**src/rtl/stack_lifo_param.sv**
```systemverilog
// -----------------------------------------------------------------------------
// stack_lifo_param
//
// Parametrised last-in-first-out stack with occupancy count, level flags,
// same-cycle push+pop (replace-top when non-empty, bypass when empty), a
// registered pop output with a one-cycle valid strobe, sticky overflow and
// underflow flags, and a synchronous clear.
//
// Parameters
//   WIDTH  data word width (>= 1)
//   DEPTH  number of entries (>= 4, any value)
//   CW     count width, derived as $clog2(DEPTH+1); leave at default
//
// Ports
//   clk                 rising-edge system clock
//   rst                 asynchronous active-low reset
//   clear               synchronous flush, wins over push/pop
//   push / pop          operation requests for this cycle
//   data_in             word to push (also the bypass/replace source)
//   data_out            last popped word (registered)
//   out_valid           1 in the cycle after an accepted pop/replace/bypass
//   count               number of stored entries, 0..DEPTH
//   empty / full        count == 0 / count == DEPTH
//   half_full           count >= DEPTH/2
//   three_quarter_full  count >= (3*DEPTH)/4
//   overflow            sticky: a push was rejected on a full stack
//   underflow           sticky: a pop was rejected on an empty stack
// -----------------------------------------------------------------------------
module stack_lifo_param #(
   parameter int WIDTH = 32,
   parameter int DEPTH = 16,
   parameter int CW    = $clog2(DEPTH + 1)
) (
   input  logic             clk,
   input  logic             rst,
   input  logic             clear,
   input  logic             push,
   input  logic             pop,
   input  logic [WIDTH-1:0] data_in,
   output logic [WIDTH-1:0] data_out,
   output logic             out_valid,
   output logic [CW-1:0]    count,
   output logic             empty,
   output logic             full,
   output logic             half_full,
   output logic             three_quarter_full,
   output logic             overflow,
   output logic             underflow
);

   localparam int AW = $clog2(DEPTH);

   localparam logic [CW-1:0] LVL_FULL = CW'(DEPTH);
   localparam logic [CW-1:0] LVL_HALF = CW'(DEPTH / 2);
   localparam logic [CW-1:0] LVL_TQ   = CW'((3 * DEPTH) / 4);

   logic [WIDTH-1:0] r_mem [DEPTH];
   logic [CW-1:0]    r_count;
   logic [WIDTH-1:0] r_data_out;
   logic             r_out_valid;
   logic             r_overflow;
   logic             r_underflow;

   logic             w_empty;
   logic             w_full;
   logic [AW-1:0]    w_wr_idx;
   logic [AW-1:0]    w_top_idx;
   logic             w_push_ok;
   logic             w_pop_ok;
   logic             w_replace;
   logic             w_bypass;
   logic             w_push_rej;
   logic             w_pop_rej;

   assign w_empty = (r_count == '0);
   assign w_full  = (r_count == LVL_FULL);

   // count < DEPTH whenever these are used, so truncation to AW is safe.
   assign w_wr_idx  = AW'(r_count);
   assign w_top_idx = AW'(r_count - CW'(1));

   // Operation decode. clear masks every operation for the cycle.
   always_comb begin
      // NOTE: every always_comb output gets a default first so no path leaves
      // it unassigned, which would infer a latch.
      w_push_ok  = 1'b0;
      w_pop_ok   = 1'b0;
      w_replace  = 1'b0;
      w_bypass   = 1'b0;
      w_push_rej = 1'b0;
      w_pop_rej  = 1'b0;
      if (!clear) begin
         unique case ({push, pop})
            2'b10: begin
               w_push_ok  = !w_full;
               w_push_rej = w_full;
            end
            2'b01: begin
               w_pop_ok  = !w_empty;
               w_pop_rej = w_empty;
            end
            2'b11: begin
               w_replace = !w_empty;
               w_bypass  = w_empty;
            end
            default: ;
         endcase
      end
   end

   // NOTE: storage has no reset; contents are only meaningful below count, so
   // clearing them would cost a reset tree for nothing.
   always_ff @(posedge clk) begin
      if (w_push_ok) begin
         r_mem[w_wr_idx] <= data_in;
      end else if (w_replace) begin
         r_mem[w_top_idx] <= data_in;
      end
   end

   always_ff @(posedge clk or negedge rst) begin
      if (!rst) begin
         r_count     <= '0;
         r_data_out  <= '0;
         r_out_valid <= 1'b0;
         r_overflow  <= 1'b0;
         r_underflow <= 1'b0;
      end else begin
         // NOTE: non-blocking assignments here, so the replace path reads the
         // pre-edge top word while the memory block overwrites it.
         r_out_valid <= 1'b0;
         if (clear) begin
            r_count     <= '0;
            r_overflow  <= 1'b0;
            r_underflow <= 1'b0;
         end else begin
            if (w_push_ok) begin
               r_count <= r_count + CW'(1);
            end
            if (w_pop_ok) begin
               r_count <= r_count - CW'(1);
            end
            if (w_pop_ok || w_replace) begin
               r_data_out  <= r_mem[w_top_idx];
               r_out_valid <= 1'b1;
            end
            if (w_bypass) begin
               r_data_out  <= data_in;
               r_out_valid <= 1'b1;
            end
            if (w_push_rej) begin
               r_overflow <= 1'b1;
            end
            if (w_pop_rej) begin
               r_underflow <= 1'b1;
            end
         end
      end
   end

   assign data_out           = r_data_out;
   assign out_valid          = r_out_valid;
   assign count              = r_count;
   assign empty              = w_empty;
   assign full               = w_full;
   assign half_full          = (r_count >= LVL_HALF);
   assign three_quarter_full = (r_count >= LVL_TQ);
   assign overflow           = r_overflow;
   assign underflow          = r_underflow;

endmodule

```
**config.mk**
```make
export PLATFORM = sky130hd
export DESIGN_NAME = stack_lifo_param
export DESIGN_NICKNAME = d
export VERILOG_FILES = /design/src/rtl/stack_lifo_param.sv
export SDC_FILE = /design/constraint.sdc
export NUM_CORES = 1
export LEC_CHECK = 0
export CORE_ASPECT_RATIO = 1.2
export CORE_MARGIN = 4
export CORE_UTILIZATION = 55
export CTS_BUF_LIST = sky130_fd_sc_hd__clkbuf_2 sky130_fd_sc_hd__clkbuf_4 sky130_fd_sc_hd__clkbuf_8
export CTS_CLUSTER_SIZE = 16
export DETAILED_ROUTE_END_ITERATION = 6
export GPL_ROUTABILITY_DRIVEN = 0
export GPL_TIMING_DRIVEN = 0
export PLACE_DENSITY = 0.85
export SYNTH_ARGS = -nofsm -noshare
export SYNTH_HDL_FRONTEND = slang
export SYNTH_SLANG_ARGS = --single-unit
export TNS_END_PERCENT = 1
```
**constraint.sdc**
```tcl
create_clock -name clk -period 5.8 [get_ports clk]
set_input_delay 1.16 -clock clk [delete_from_list [all_inputs] [get_ports clk]]
set_output_delay 1.16 -clock clk [all_outputs]
set_load 0.01 [all_outputs]
```
== After elaboration in Yosys (flattened, before gate mapping) ==
Memory sizes are Yosys's and may differ from the RTL's.
Cells that the tools add are included.
Word-level totals
  bits of input ports: 37
  memories kept: 1
  RAM bits: 512
  word-level logic and storage cells: 57
  flip-flop bits (word level): 40
  latch bits: 0
  output and inout port bits: 44
  bits in read-only memories: 0
Memory list
  r_mem: depth 16, bits a word 32, rd ports 1, clocked after Yosys merged registers in 0, wr ports 1, line 57  | logic [WIDTH-1:0] r_mem [DEPTH];
Operators by class
  mux-type cells: 32
  divide/modulo/power cells: 0
  shift-type cells: 0
  eq/ne operators: 4
  reductions and logical operators: 10
  bitwise gates (word level): 1
  multipliers: 0
  add/subtract/negate cells: 2
  magnitude comparators: 2
Operators with widths (number)
  32-bit 2-to-1 mux: 3
  32-bit OR reduction: 1
  1-bit 2-to-1 mux: 25
  5-bit 2-to-1 mux: 3
  5-bit by 4-bit greater-or-equal comparator with 1-bit output (second input constant): 2
  2-bit nonzero test: 3
  5-bit by 1-bit adder with 5-bit output (second input constant): 1
  5-bit equality test (second input constant): 1
  5-bit logical NOT: 1
  5-bit by 1-bit subtractor with 5-bit output (second input constant): 1
  2-bit equality test (second input constant): 2
  4-bit 2-to-1 mux: 1
  3-bit nonzero test: 1
  2-bit by 1-bit equality test with 1-bit output (second input constant): 1
  1-bit logical NOT: 2
  2-bit AND reduction: 1
  1-bit logical OR: 1
  1-bit inverter: 1

== Longest topological paths before layout ==
Gate-level depths: netlist (run 1).
  word-level depth: 9
  mapped depth: 12
  depth with buffers taken out: 7

== Worst setup path after synthesis (run 1) ==
Ideal clock, no wire load.
  path type: register to register
  start: register r_count[0] (netlist: count[0])
  end: memory r_mem[15][0] (enable)
  buffers on the path: 5
  clock period less this slack: 5488 ps
  arrival: 5018 ps
  data required time: 5330 ps
  stages on the path, launching flop included: 12
  path slack: 312 ps
  setup time: 470 ps
  cell sequence: dfrtp_1 buf_2 buf_4 buf_2 inv_2 buf_2 ha_1 or4b_1 buf_2 nand3_1 mux2i_1 a211oi_1
Between the ends
  longest elaborated chain between the ends: 9
  elaborated cells on any way between the ends: 17
  those cells by class: add/sub: 1; eq/ne: 1; mux: 11; reduce/logical: 4
Ends and longest elaborated chain
  start: declaration: line 58  | logic [CW-1:0] r_count;
  start signal: assignment: line 138  | r_count <= r_count + CW'(1);
  start signal: assignment: line 141  | r_count <= r_count - CW'(1);
  5-bit logical NOT: line 75  | assign w_empty = (r_count == '0);
  1-bit logical NOT: line 103  | w_replace = !w_empty;
  1-bit 2-to-1 mux: line 93  | unique case ({push, pop})
  1-bit 2-to-1 mux: line 92  | if (!clear) begin
  1-bit 2-to-1 mux: line 116  | end else if (w_replace) begin
  1-bit 2-to-1 mux: line 114  | if (w_push_ok) begin
  1-bit 2-to-1 mux (not written as such): line 117  | r_mem[w_top_idx] <= data_in;
  32-bit OR reduction (no line)
  4-bit 2-to-1 mux (no line) or 1-bit 2-to-1 mux (tied branches)
  end: declaration: line 57
Several ways; a longest one is shown, not always the timed one.

== Worst setup path in the final report (run 1) ==
  start: register r_count[0] (netlist: count[0])
  end: memory r_mem[6][6] (enable)
Same word-level chain as after synthesis.

==> flow_summary.toml, run 1 <==
[critical_path]
ff2ff_setup_slack_ns = 0.38
worst_ep_required_time_ns = 6.16
path_common_cell = "buf_2"
crit_type = "flop to flop"
path_cells = "buf_2, buf_4, buf_2, inv_2, buf_2, ha_1, clkbuf_1, clkbuf_1, nand2b_1, nor4_1, a31oi_1, nor2_4, buf_16"
startpoint_type = "flop"
cp_slowest_cell = "a31oi_1"
cp-end-kind = "flop"
worstPathMaxFanout = 19
critPathBufInv = 8
cp-startpoint = "count[0]$_DFFE_PN0P_"
r2r-start = "count[0]$_DFFE_PN0P_"
critPathTopFamily = "buffers and inverters"
arrival_ns = 5.78
slowest_delay_ns = 0.77

[timing]
worst_hold_slack_ns = 0.517
max_slew_margin_pct = 27.4
period_needed_ns = 5.42
max_freq_mhz = 184
slew_violations = 0
hold_violations = 0
setup_tns_ns = 0
tightest_slew_ns = 1.09
setup_viol = 0
fin_worst_skew_ns = 0.0384
timing.final.crit_share_pct = 93.5
rsz0062_at_grt = "false"

[layout]
multi_input_area_um2 = 4920
final_nets = 1223
seqCellArea_um2 = 16400
area_delta_synth_final_pct = 17.8
final_cell_area_um2 = 25300
diodes = 0
final_layout_size_suffix_gt1_share_pct = 30.6
nFillCells = 2331

[synth]
yosysWarnings = 0
synth-xor-area-share_pct = 0.198
synth_cells = 1002
synthesis.area_um2 = 21500
synth-seq-area-share_pct = 76.2
synth_adder_area_share_pct = 0.175
synth_fp_nets = 1042
synth_compound_area_share_pct = 3.10
synth_simple_gate_area_share_pct = 2.26
synthMuxAreaShare_pct = 16.6
synth_top_family_by_area = "multiplexers"
ys_async_sr_fraction_pct = 7.25
syn_avg_cell_area_um2 = 21.4
synth-edff-count = 512
ys_ff_latch = 552
synth.distinct_cells = 52
ys.flop_type = "edfxtp_1"

[worst_hold_path]
hp-class = "primary input to async pin"

[route]
drt-total-wl_mm = 50.5
dr_total_vias = 11300
drc_errors = 0
drt_iter0_drc = 1497
drtPass1Iterations = 5
wl_per_cell_um = 28.4
ant_nets = 0
routed_via_density = 6.36

[clocking]
clk_latency_ns = 0.65
cts_tree = "done"
cts-resized-gates = 0
cts_hold_buffers = 0
cts-root-buf = "clkbuf_8"
clkTransAtPathRegs_ns = 0.07
cts_setup_buffers = 0
cts.sinks = 552
cts_buffers = 82
clockBufferDepth = 3
htree_num_levels = 3

[place]
io_buffers = 79
hpwlAfterDp_mm = 31.3
place_area_um2 = 23400

[global_routing]
track_usage_pct = 24.0
grt_pass1_wl_mm = 75.1
met3_usage_pct = 5.60
grt_max_degree = 26
busiest_layer = "met2"
met1_usage_pct = 30.4
met2_usage_pct = 40.5
first_global_vias = 12000
grt_antenna_before_repair = 0
grt-ovfl-total = 0

[outcome]
status = "completed"

[power]
power_leakage_nw = 8.27
ir_drop_uv = 264
p_per_area_nw_per_um2 = 433

[floorplanning]
die_h_um = 225
core_um2 = 38600
die_area_um2 = 42300
rows = 79
ios = 81
die_x_um = 188
initial_utilization_pct = 55.6

[flow_run]
drv_cap = 0
[worst register-to-register path, cell delays in order (launching register included)]
cell and delay, ns:
dfrtp_1 0.53, buf_2 0.40, buf_4 0.34, buf_2 0.29, inv_2 0.16, buf_2 0.29
ha_1 0.37, clkbuf_1 0.46, clkbuf_1 0.66, nand2b_1 0.21, nor4_1 0.05, a31oi_1 0.77
nor2_4 0.33, buf_16 0.27
[power breakdown]
| group | switching (W) | total (W) | leakage (nW) | internal, W |
|---|---|---|---|---|
| Combinational | 0.00142 | 0.00273 | 2.16 | 0.00131 |
| Clock | 0.00149 | 0.00351 | 0.986 | 0.00202 |
| Sequential | 0.000136 | 0.00473 | 5.12 | 0.00459 |
| Total | 0.00304 | 0.0110 | 8.27 | 0.00792 |
[cells in the final DEF (no fill, tap or decap), types with 3 or more instances in the layout]
master           count
bufinv_16            7
inv_1                5
a22oi_1             32
nor2_4              15
clkbuf_4            24
nor4_1               5
nor2_1               7
edfxtp_1           512
clkinv_2            11
nor2b_1              3
nor3_1               3
ha_1                 3
dfrtp_1             40
clkdlybuf4s50_1     78
buf_16               4
buf_12              13
nand2b_1             4
nand4_1              3
nand3_1              9
inv_6                4
mux2_2              32
a31oi_1              4
clkinv_1             7
buf_6                6
and3_1               3
buf_2               24
mux4_2             126
clkbuf_1            20
clkbuf_8            98
a21oi_1              3
buf_4                5
nand2_1             36
o211ai_1            33
mux2i_1             36
[cell usage after synthesis (3+ instances only)]
master / instances / area [um^2]
inv_1: 5 / 18.8
nand2b_1: 4 / 25.0
buf_2: 23 / 115
nor2b_1: 3 / 18.8
buf_6: 6 / 67.6
nand3_1: 9 / 45.0
buf_4: 5 / 37.5
a22oi_1: 32 / 240
o211ai_1: 33 / 248
mux4_2: 126 / 2840
ha_1: 3 / 37.5
and3_1: 3 / 18.8
nand4_1: 3 / 18.8
a31oi_1: 4 / 25.0
nor2_1: 22 / 82.6
mux2_2: 32 / 360
mux2i_1: 36 / 360
clkbuf_1: 20 / 75.1
nor3_1: 3 / 15.0
nor4_1: 5 / 31.3
a21oi_1: 3 / 15.0
edfxtp_1: 512 / 15400
dfrtp_1: 40 / 1000
nand2_1: 36 / 135
[flip-flops by register name (all words and copies together), names as in the netlist]
signal / count
underflow: 1
r_mem: 512
overflow: 1
count: 5
out_valid: 1
data_out: 32
[per-layer routing]
layer | vias to the layer above | wire (um)
met5 | - | 0
met4 | 0 | 2150
met3 | 153 | 4820
met2 | 740 | 25800
met1 | 5844 | 17700
li1 | 4576 | -
[through the flow]
stage               utilization (%)  total power [W]  worst slack [ns]  instances
CTS                            65.5           0.0110             0.405       1778
floorplan                         -          0.00650             0.312       1002
detailed placement             60.7          0.00753             0.470       1625
global route                   65.5           0.0114             0.221       1778
global placement               59.4          0.00737             -2.77       1607
finish                         65.5           0.0110             0.379       1778
[path summary, 6_finish.rpt]
check / endpoint / cells past startpoint
max: r_mem[6][6]$_DFFE_PP_ / 13
min: data_out[10]$_DFFE_PN0P_ / 1
max reg2reg: r_mem[6][6]$_DFFE_PP_ / 13
min reg2reg: underflow$_DFFE_PN0P_ / 2
max in group asynchronous: data_out[18]$_DFFE_PN0P_ / 2
min in group clk: underflow$_DFFE_PN0P_ / 2
[area by class of cell]
class	count	area share, %
tap	526	2.60
timing repair buffer	97	4.63
buffer	55	1.18
multi-input combinational	388	19.4
clock inverter	31	1.35
inverter	7	0.104
clock buffer	122	6.04
sequential	552	64.7
[kinds of logic after synthesis]
kind of cell / Yosys count
AOI/OAI and AO/OA: 88
xor gates and xnor gates: 4
adders and majority gates: 3
buffers and inverters: 62
DFF: 552
muxes: 194
and+or+nand+nor: 99
Note: power is estimated with default switching activity, not from simulation.
==> run 2, diff against run 1 <==
CORE_UTILIZATION = 52   (was 55)
MAX_ROUTING_LAYER = met4   (was not set)
PLACE_DENSITY = 0.81   (was 0.85)
==> flow_summary.toml, run 2 (synthesized netlist as in run 1, its figures left out) <==
[layout]
mostFrequentLayoutCell = "edfxtp_1"
seqCellArea_um2 = 16400
final_cell_area_um2 = 25200
area_delta_synth_final_pct = 17.5
largest_reg_flops = 512
regMostFlops = "r_mem"
final_nets = 1221
nFillCells = 2602
layout.cells.most_common_list = "edfxtp_1, mux4_2, clkbuf_8"
multi_input_area_um2 = 4920
final_layout_size_suffix_gt1_share_pct = 29.6

[clocking]
cts_tree = "done"
cts-root-buf = "clkbuf_8"
clkTransAtPathRegs_ns = 0.06
cts-resized-gates = 0
clk_latency_ns = 0.63
cts.sinks = 552
cts_buffers = 80
cts_hold_buffers = 0
htree_num_levels = 3
cts_setup_buffers = 0
clockBufferDepth = 3

[critical_path]
slowest_delay_ns = 0.76
cp-end-kind = "flop"
rr_worst_depth = 13
startpoint_type = "flop"
arrival_ns = 5.73
critPathBufInv = 8
cp_slowest_cell = "a31oi_1"
crit_type = "flop to flop"
r2r-start = "count[0]$_DFFE_PN0P_"
r2r_end = "r_mem[14][18]$_DFFE_PP_"
ff2ff_setup_slack_ns = 0.44
cp.depth = 13
worstPathMaxFanout = 19
critPathTopFamily = "buffers and inverters"
path_cells = "buf_2, buf_4, buf_2, inv_2, buf_2, ha_1, clkbuf_1, clkbuf_1, nand2b_1, nor4_1, a31oi_1, nor2_4, buf_16"
worst_ep_required_time_ns = 6.17
path_common_cell = "buf_2"

[global_routing]
track_usage_pct = 21.8
grt-ovfl-total = 0
grt_max_degree = 23
grt_pass1_wl_mm = 71.1
first_global_vias = 11400
grt_antenna_before_repair = 1

[flow_run]
drv_cap = 0

[power]
power_w = 0.0107
power_leakage_nw = 8.19
p_per_area_nw_per_um2 = 423
ir_drop_uv = 229

[floorplanning]
die_area_um2 = 44700
die_x_um = 194
die_h_um = 231
core_um2 = 40800
rows = 81
initial_utilization_pct = 52.6
ios = 81

[timing]
max_slew_margin_pct = 23.5
period_needed_ns = 5.36
max_freq_mhz = 186
slew_violations = 0
hold_violations = 0
setup_viol = 0
setup_tns_ns = 0
rsz0062_at_grt = "false"
tightest_slew_ns = 1.14
fin_worst_skew_ns = 0.0274
worst_hold_slack_ns = 0.512
timing.final.crit_share_pct = 92.5

[worst_hold_path]
holdPathStages = 2
min_to = "underflow$_DFFE_PN0P_"
holdCritStartpoint = "underflow$_DFFE_PN0P_"
hp-class = "flop to flop"

[route]
routed_via_density = 6.17
wl_per_cell_um = 26.3
drt-total-wl_mm = 46.8
dr_total_vias = 11000
ant_nets = 0
drt_iter0_drc = 1137
drc_errors = 0
drtPass1Iterations = 5

[outcome]
status = "completed"

[place]
hpwlAfterDp_mm = 29.2
place_area_um2 = 23500
io_buffers = 79
## run 2: cell types whose count changed in the layout (fill, tap and decap cells not counted)
cell	change
clkinv_1	+5
buf_12	-6
clkinvlp_4	+3
inv_6	-3
buf_16	+6
diode_2	+1
clkinv_2	-8
clkbuf_4	+2
clkbuf_8	-9
## run 2: worst reg2reg max path, stage by stage, from the launching register on
cell      delay [ns]
dfrtp_1         0.51
buf_2           0.39
buf_4           0.32
buf_2           0.29
inv_2           0.17
buf_2           0.29
ha_1            0.33
clkbuf_1        0.54
clkbuf_1        0.58
nand2b_1        0.20
nor4_1          0.05
a31oi_1         0.76
nor2_4          0.37
buf_16          0.28
## run 2: worst max path at each step
| stage | start | slack, ns | end |
|---|---|---|---|
| after floorplan | count[0]$_DFFE_PN0P_ | 0.31 | r_mem[15][0]$_DFFE_PP_ |
| after global placement | count[0]$_DFFE_PN0P_ | -2.88 | r_mem[15][21]$_DFFE_PP_ |
| after detailed placement | count[0]$_DFFE_PN0P_ | 0.43 | r_mem[14][18]$_DFFE_PP_ |
| after CTS | count[0]$_DFFE_PN0P_ | 0.43 | r_mem[14][18]$_DFFE_PP_ |
| after global routing | count[0]$_DFFE_PN0P_ | 0.09 | r_mem[13][18]$_DFFE_PP_ |
| final | count[0]$_DFFE_PN0P_ | 0.44 | r_mem[14][18]$_DFFE_PP_ |
## run 2: power breakdown
part | total (W) | switching, W | leakage [nW] | internal [W]
logic | 0.00267 | 0.00135 | 2.18 | 0.00132
clock network | 0.00331 | 0.00142 | 0.894 | 0.00189
registers | 0.00471 | 0.000120 | 5.12 | 0.00459
## run 2: per-stage QoR
stage | std cells | utilization (%) | setup slack (ns)
2_1_floorplan | 1002 | - | 0.312
3_3_place_gp | 1620 | 56.2 | -2.88
3_5_place_dp | 1638 | 57.6 | 0.431
4_1_cts | 1781 | 61.8 | 0.428
5_1_grt | 1782 | 61.8 | 0.0914
6_report | 1782 | 61.8 | 0.436
## run 2: layer usage
metal	part of all wire, %	wire (um)	track usage (%)	vias to the layer above
li1	-	-	-	4578
met1	37	17400	27.8	5702
met2	52	24100	36.0	614
met3	8.5	3990	3.74	100
met4	2.8	1300	7.59	0
met5	0	0	-	-
## run 2: area by class of cell
class | count | area share, %
Timing Repair Buffer | 97 | 4.82
Sequential cell | 552 | 64.9
Tap cell | 539 | 2.67
Inverter | 7 | 0.104
Antenna cell | 1 | 0.00991
Buffer | 55 | 1.18
Clock buffer | 115 | 5.62
Clock inverter | 28 | 1.25
Multi-Input combinational cell | 388 | 19.5
